==> src/rtl/pipe_ctrl_pkg.sv <==
// Shared types and helpers for the pipeline hazard/stall sequencer.
package pipe_ctrl_pkg;

  typedef enum logic [1:0] {
    ST_RUN      = 2'd0,
    ST_LU_STALL = 2'd1,
    ST_MEM_WAIT = 2'd2,
    ST_HALT     = 2'd3
  } ctrl_state_t;

  typedef struct packed {
    logic en;
    logic flush;
  } stage_ctrl_t;

  // Stage register slots. PC has no flush and always moves with IF/ID.
  localparam int NUM_STG   = 4;
  localparam int STG_IFID  = 0;
  localparam int STG_IDEX  = 1;
  localparam int STG_EXMEM = 2;
  localparam int STG_MEMWB = 3;

  // x0 is hardwired; a write to it never creates a dependency.
  localparam int REG_ZERO = 0;

  typedef stage_ctrl_t [NUM_STG-1:0] stage_vec_t;

  function automatic stage_vec_t ctrl_all(input logic en, input logic flush);
    stage_vec_t v;
    for (int i = 0; i < NUM_STG; i++) begin
      v[i].en    = en;
      v[i].flush = flush;
    end
    return v;
  endfunction

  // Hold everything up to EX/MEM; MEM/WB takes a bubble so WB does not repeat.
  function automatic stage_vec_t ctrl_freeze();
    stage_vec_t v;
    v = ctrl_all(1'b0, 1'b0);
    v[STG_MEMWB].en    = 1'b1;
    v[STG_MEMWB].flush = 1'b1;
    return v;
  endfunction

  // Redirect: squash the two younger instructions, keep everything moving.
  function automatic stage_vec_t ctrl_branch();
    stage_vec_t v;
    v = ctrl_all(1'b1, 1'b0);
    v[STG_IFID].flush = 1'b1;
    v[STG_IDEX].flush = 1'b1;
    return v;
  endfunction

  // Load-use bubble: hold IF/ID (and PC), push a bubble into ID/EX.
  function automatic stage_vec_t ctrl_luse();
    stage_vec_t v;
    v = ctrl_all(1'b1, 1'b0);
    v[STG_IFID].en    = 1'b0;
    v[STG_IDEX].flush = 1'b1;
    return v;
  endfunction

endpackage

==> src/rtl/hazard_detect.sv <==
// Load-use hazard comparator between the ID instruction and a load in EX.
module hazard_detect
  import pipe_ctrl_pkg::*;
#(
  parameter int REG_ADDR_W = 5
) (
  input  logic [REG_ADDR_W-1:0] id_rs1,
  input  logic [REG_ADDR_W-1:0] id_rs2,
  input  logic                  id_useRs1,
  input  logic                  id_useRs2,
  input  logic [REG_ADDR_W-1:0] ex_wba,
  input  logic                  ex_MemtoReg,
  input  logic                  ex_regWen,
  output logic                  luhaz
);

  logic src_hit;

  // Hazard when a load in EX writes a nonzero register the ID instruction reads.
  always_comb begin
    src_hit = (id_useRs1 && (id_rs1 == ex_wba)) || (id_useRs2 && (id_rs2 == ex_wba));
    luhaz   = ex_MemtoReg && ex_regWen && (ex_wba != REG_ADDR_W'(REG_ZERO)) && src_hit;
  end

endmodule

==> src/rtl/pipe_hazard_ctrl.sv <==
// Stage enable/flush sequencer: memory wait freeze, branch redirect,
// load-use bubbles, sticky memory timeout and a stall counter.
// State advances on the falling edge, like the pipeline registers.
module pipe_hazard_ctrl
  import pipe_ctrl_pkg::*;
#(
  parameter int REG_ADDR_W  = 5,
  parameter int LU_BUBBLES  = 1,
  parameter int MEM_TIMEOUT = 255,
  parameter int PERF_W      = 16
) (
  input  logic                  clk,
  input  logic                  reset,
  input  logic [REG_ADDR_W-1:0] id_rs1,
  input  logic [REG_ADDR_W-1:0] id_rs2,
  input  logic                  id_useRs1,
  input  logic                  id_useRs2,
  input  logic [REG_ADDR_W-1:0] ex_wba,
  input  logic                  ex_MemtoReg,
  input  logic                  ex_regWen,
  input  logic                  ex_branchTaken,
  input  logic                  mem_req,
  input  logic                  mem_ready,
  output logic                  pc_en,
  output logic                  ifid_en,
  output logic                  idex_en,
  output logic                  exmem_en,
  output logic                  memwb_en,
  output logic                  ifid_flush,
  output logic                  idex_flush,
  output logic                  exmem_flush,
  output logic                  memwb_flush,
  output logic                  mem_timeout,
  output logic [PERF_W-1:0]     stall_cycles
);

  ctrl_state_t       state, state_n;
  logic [2:0]        lu_cnt, lu_cnt_n;
  logic [15:0]       wait_cnt, wait_cnt_n;
  logic              timeout_n;
  logic [PERF_W-1:0] stall_n;
  logic              memstall;
  logic              luhaz;
  logic              wait_expired;
  stage_vec_t        ctrl;

  assign memstall     = mem_req & ~mem_ready;
  // Expires on the MEM_TIMEOUT-th consecutive wait cycle.
  assign wait_expired = (17'(wait_cnt) + 17'd1) >= 17'(MEM_TIMEOUT);

  hazard_detect #(
    .REG_ADDR_W (REG_ADDR_W)
  ) u_hazard_detect (
    .id_rs1      (id_rs1),
    .id_rs2      (id_rs2),
    .id_useRs1   (id_useRs1),
    .id_useRs2   (id_useRs2),
    .ex_wba      (ex_wba),
    .ex_MemtoReg (ex_MemtoReg),
    .ex_regWen   (ex_regWen),
    .luhaz       (luhaz)
  );

  // Per-stage enable/flush by priority: reset, halt/memstall, branch, load-use.
  always_comb begin
    ctrl = ctrl_all(1'b1, 1'b0);
    if (reset)
      ctrl = ctrl_all(1'b0, 1'b1);
    else if (state == ST_HALT || memstall)
      ctrl = ctrl_freeze();
    else if (ex_branchTaken)
      ctrl = ctrl_branch();
    else if (state == ST_LU_STALL || luhaz)
      ctrl = ctrl_luse();
  end

  // PC never advances without IF/ID, so they share one enable.
  assign pc_en       = ctrl[STG_IFID].en;
  assign ifid_en     = ctrl[STG_IFID].en;
  assign idex_en     = ctrl[STG_IDEX].en;
  assign exmem_en    = ctrl[STG_EXMEM].en;
  assign memwb_en    = ctrl[STG_MEMWB].en;
  assign ifid_flush  = ctrl[STG_IFID].flush;
  assign idex_flush  = ctrl[STG_IDEX].flush;
  assign exmem_flush = ctrl[STG_EXMEM].flush;
  assign memwb_flush = ctrl[STG_MEMWB].flush;

  // Next state and counters; lu_cnt survives a memory freeze so the
  // remaining bubbles resume after the release cycle.
  always_comb begin
    state_n    = state;
    lu_cnt_n   = lu_cnt;
    wait_cnt_n = wait_cnt;
    timeout_n  = mem_timeout;
    stall_n    = stall_cycles;
    if (!pc_en && stall_cycles != {PERF_W{1'b1}})
      stall_n = stall_cycles + 1'b1;
    if (state != ST_HALT) begin
      if (memstall) begin
        wait_cnt_n = wait_cnt + 16'd1;
        if (wait_expired) begin
          state_n   = ST_HALT;
          timeout_n = 1'b1;
        end else begin
          state_n = ST_MEM_WAIT;
        end
      end else begin
        wait_cnt_n = '0;
        if (ex_branchTaken) begin
          state_n  = ST_RUN;
          lu_cnt_n = '0;
        end else if (state == ST_LU_STALL) begin
          if (lu_cnt <= 3'd1) begin
            state_n  = ST_RUN;
            lu_cnt_n = '0;
          end else begin
            lu_cnt_n = lu_cnt - 3'd1;
          end
        end else if (luhaz && LU_BUBBLES > 1) begin
          state_n  = ST_LU_STALL;
          lu_cnt_n = 3'(LU_BUBBLES - 1);
        end else if (lu_cnt != '0) begin
          state_n = ST_LU_STALL;
        end else begin
          state_n = ST_RUN;
        end
      end
    end
  end

  // State registers on the falling edge with synchronous reset.
  always_ff @(negedge clk) begin
    if (reset) begin
      state        <= ST_RUN;
      lu_cnt       <= '0;
      wait_cnt     <= '0;
      mem_timeout  <= 1'b0;
      stall_cycles <= '0;
    end else begin
      state        <= state_n;
      lu_cnt       <= lu_cnt_n;
      wait_cnt     <= wait_cnt_n;
      mem_timeout  <= timeout_n;
      stall_cycles <= stall_n;
    end
  end

endmodule

==> config.mk <==
export PLATFORM = sky130hd
export DESIGN_NAME = pipe_hazard_ctrl
export DESIGN_NICKNAME = d
export VERILOG_FILES = /design/src/rtl/pipe_ctrl_pkg.sv /design/src/rtl/hazard_detect.sv /design/src/rtl/pipe_hazard_ctrl.sv
export SDC_FILE = /design/constraint.sdc
export NUM_CORES = 1
export LEC_CHECK = 0
export CORE_MARGIN = 10
export CORE_UTILIZATION = 40
export CTS_CLUSTER_DIAMETER = 150
export CTS_CLUSTER_SIZE = 25
export DETAILED_ROUTE_END_ITERATION = 8
export HOLD_SLACK_MARGIN = 0.03
export PLACE_DENSITY = 0.74
export SLEW_MARGIN = 20
export SYNTH_ARGS = -nofsm -noshare
export SYNTH_HDL_FRONTEND = slang
export SYNTH_SLANG_ARGS = --single-unit
==> constraint.sdc <==
create_clock -name clk -period 4.9 [get_ports clk]
set_input_delay 1.225 -clock clk [delete_from_list [all_inputs] [get_ports clk]]
set_output_delay 1.225 -clock clk [all_outputs]
set_load 0.02 [all_outputs]
==> results_dict.tcl <==
set metrics [dict create \
    outcome "complete, but fails checks" \
    violations "setup timing" \
    cts-buffers-inserted 5 \
    num-fill-cells 531 \
    ant_nets 0 \
    hold_viol_final 0 \
    clock_sinks 38 \
    track_usage 0.143 \
    synth_area_leaders "dfxtp_1 (32%), nor2_1 (6.4%), a21oi_1 (6.1%)" \
    vias 2665 \
    hold_path_depth 1 \
    die_area_um2 9460 \
    synth_seq_cells 38 \
    hold_class "flop to flop" \
    drive_above_1_share 0.256 \
    drt_wl_total_mm 7.04 \
    grt_setup_unrepaired "true" \
    dpl_cell_area_um2 3040 \
    synth_area_um2 2390 \
    synth_ff_type "dfxtp_1" \
    crit_chain "nand2b_4 > a211oi_4 > o21a_1 > buf_6" \
    startpoint "state[1]" \
    syn_inst 318 \
    cts_tree "yes" \
    path_clk_slew_ns 0.03 \
    clk_root_buffer_cell "clkbuf_8" \
    worstPathArrival_ns 3.84 \
    synth_top_area_frac 0.319 \
    start_util 0.408 \
    io_pins 50 \
    report.power.total_mw 0.784 \
    setup_ws_ns -0.161 \
    wl_per_cell_um 14.1 \
    async_reset_ff_frac 0 \
    dr.pass1.iters 4 \
    p_leak_nw 1.58 \
    r2r-start "wait_cnt[1]" \
    cp-end-kind "output pin" \
    max-slew-margin-rel 0.623 \
    h-tree-depth 2 \
    diodes 0 \
    r2r-end "state[0]" \
    synth_nets 347 \
    final_max_slew_viol_count 0 \
    fin_nets 454 \
    layout_commonest_cell "inv_1" \
    worst_setup_path_start_kind "flop" \
    synth_edf_count 0 \
    required_ns 3.67 \
    via_per_inst 5.32 \
    gp_congestion 0.866 \
    die_x_um 97.3 \
    fin_setup_tns_ns -1.96 \
    pwr_density_cell_nw_per_um2 220 \
    grt_pass1_wl_mm 11.9 \
    path_depth 4 \
    cp_top_family "compound AO/OA/AOI/OAI gates" \
    ys_warn_count 0 \
    final_cell_area_um2 3560 \
    yosys.area.top_type "dfxtp_1" \
    synthDistinctLibCells 49 \
    hold_end "mem_timeout" \
    fin_skew_ns 0.0189 \
    synth.avg_cell_area_um2 7.51 \
    io_buffers 49 \
    grt_remaining_overflow 0 \
    worstPathMaxFanout 2 \
    tightestPinTransition_ns 0.561 \
    cp_slowest_stage_delay_ns 0.32 \
    die-height_um 97.3 \
    timing.max_cap.violations 0 \
    fp-row-count 28 \
    hold_buffers 0 \
    reg2reg_depth 7 \
    cp_slowest_cell "dfxtp_2" \
    drt_iter0_drc 217 \
    area_growth_pct 49.2 \
    grt_antenna_before_repair 0 \
    grt_max_degree 42 \
    setup_viol 22 \
    pre_cts_slack_ns -0.828 \
    grt_pass1_vias 2563 \
    vdd_drop_max_v 0.000248 \
    reg2reg_slack_ns 2.51 \
    dpl.hpwl_mm 4.44 \
    min_from "mem_timeout" \
    critPathKind "flop to output pin" \
    coreArea_um2 5850 \
    ys_seq_area_frac 0.319 \
    clock_latency_ns 0.36 \
    drc 0 \
    crit_buf_inv 1 \
    final_cell_mix "inv_1 (47), nor2_1 (39), dfxtp_1 (36)" \
    cts_buffer_depth 2 \
]
## cells by family (layout without fill, tap and decap cells)
group | after synthesis | after routing | synth area share
multiplexers | 7 | 7 | 0.0304
XOR/XNOR | 16 | 16 | 0.0587
adder cells (fa/ha/maj) | 5 | 5 | 0.0262
buffers and inverters | 29 | 137 | 0.0608
AND/OR/NAND/NOR | 145 | 145 | 0.310
flip-flops | 38 | 38 | 0.319
AO/OA/AOI/OAI | 78 | 78 | 0.195
## registers in the layout, summed over array words and instances (netlist names)
register	flops
mem_timeout	1
state	2
stall_cycles	16
lu_cnt	3
wait_cnt	16
## routing by layer
layer  up-vias  GRT usage  wire, um  part of all wire
met4         0     0.0570        80             0.011
met3        13     0.0519       372             0.053
met5         -          0         0                 0
met2        78      0.218      3400              0.48
met1      1224      0.177      3190              0.45
li1       1350          -         -                 -
## area by class of cell
| cell class | count | area, um2 | share of cell area |
|---|---|---|---|
| repair buffers | 83 | 782 | 0.220 |
| flip-flops and latches | 38 | 766 | 0.215 |
| multi-input cells | 251 | 1670 | 0.468 |
| clock buffers | 5 | 68.8 | 0.0193 |
| well taps | 75 | 93.8 | 0.0263 |
| clock inverters | 41 | 156 | 0.0439 |
| inverters | 8 | 30.0 | 0.00843 |
## cell usage after synthesis, types with 4 or more instances
cell      instances
or3_1            10
nor3_1            7
and3_1            5
or4_1             6
xor2_1            5
buf_4             5
o21ai_1           5
ha_1              5
nand4_1           7
xnor2_1          11
clkbuf_1         10
o21ai_0          19
mux2i_1           5
nor2_1           41
nand2b_1          5
a21oi_1          29
nand2_1          36
nand3_1          10
nor4_1            4
dfxtp_1          38
inv_1             9
a31oi_1           4
o31ai_1           7
## power breakdown
part | leakage, nW | switching [mW] | total (mW) | internal, mW
combinational | 1.02 | 0.0629 | 0.132 | 0.0694
clock | 0.253 | 0.196 | 0.334 | 0.138
sequential | 0.308 | 0.00398 | 0.318 | 0.314
total | 1.58 | 0.263 | 0.784 | 0.521
## per-stage QoR
stage               hold slack, ns  utilization  cells
floorplan                    0.471            -    318
global placement             0.449        0.520    443
detailed placement           0.452        0.520    443
CTS                          0.457        0.592    500
global route                 0.480        0.609    501
finish                       0.458        0.609    501
## what timing repair did
item                       in CTS  in global routing
setup endpoints to repair      40                 23
setup buffers                   9                  2
resized for setup             162                 34
pin swaps                      43                 21
cloned                          3                  0
## how the worst max path moves through the flow
stage                                  to
after floorplan           stall_cycles[1]
after global placement    stall_cycles[1]
after detailed placement  stall_cycles[1]
after CTS                         ifid_en
after global routing           idex_flush
final                             ifid_en
Power figures use the tool's default switching activity.
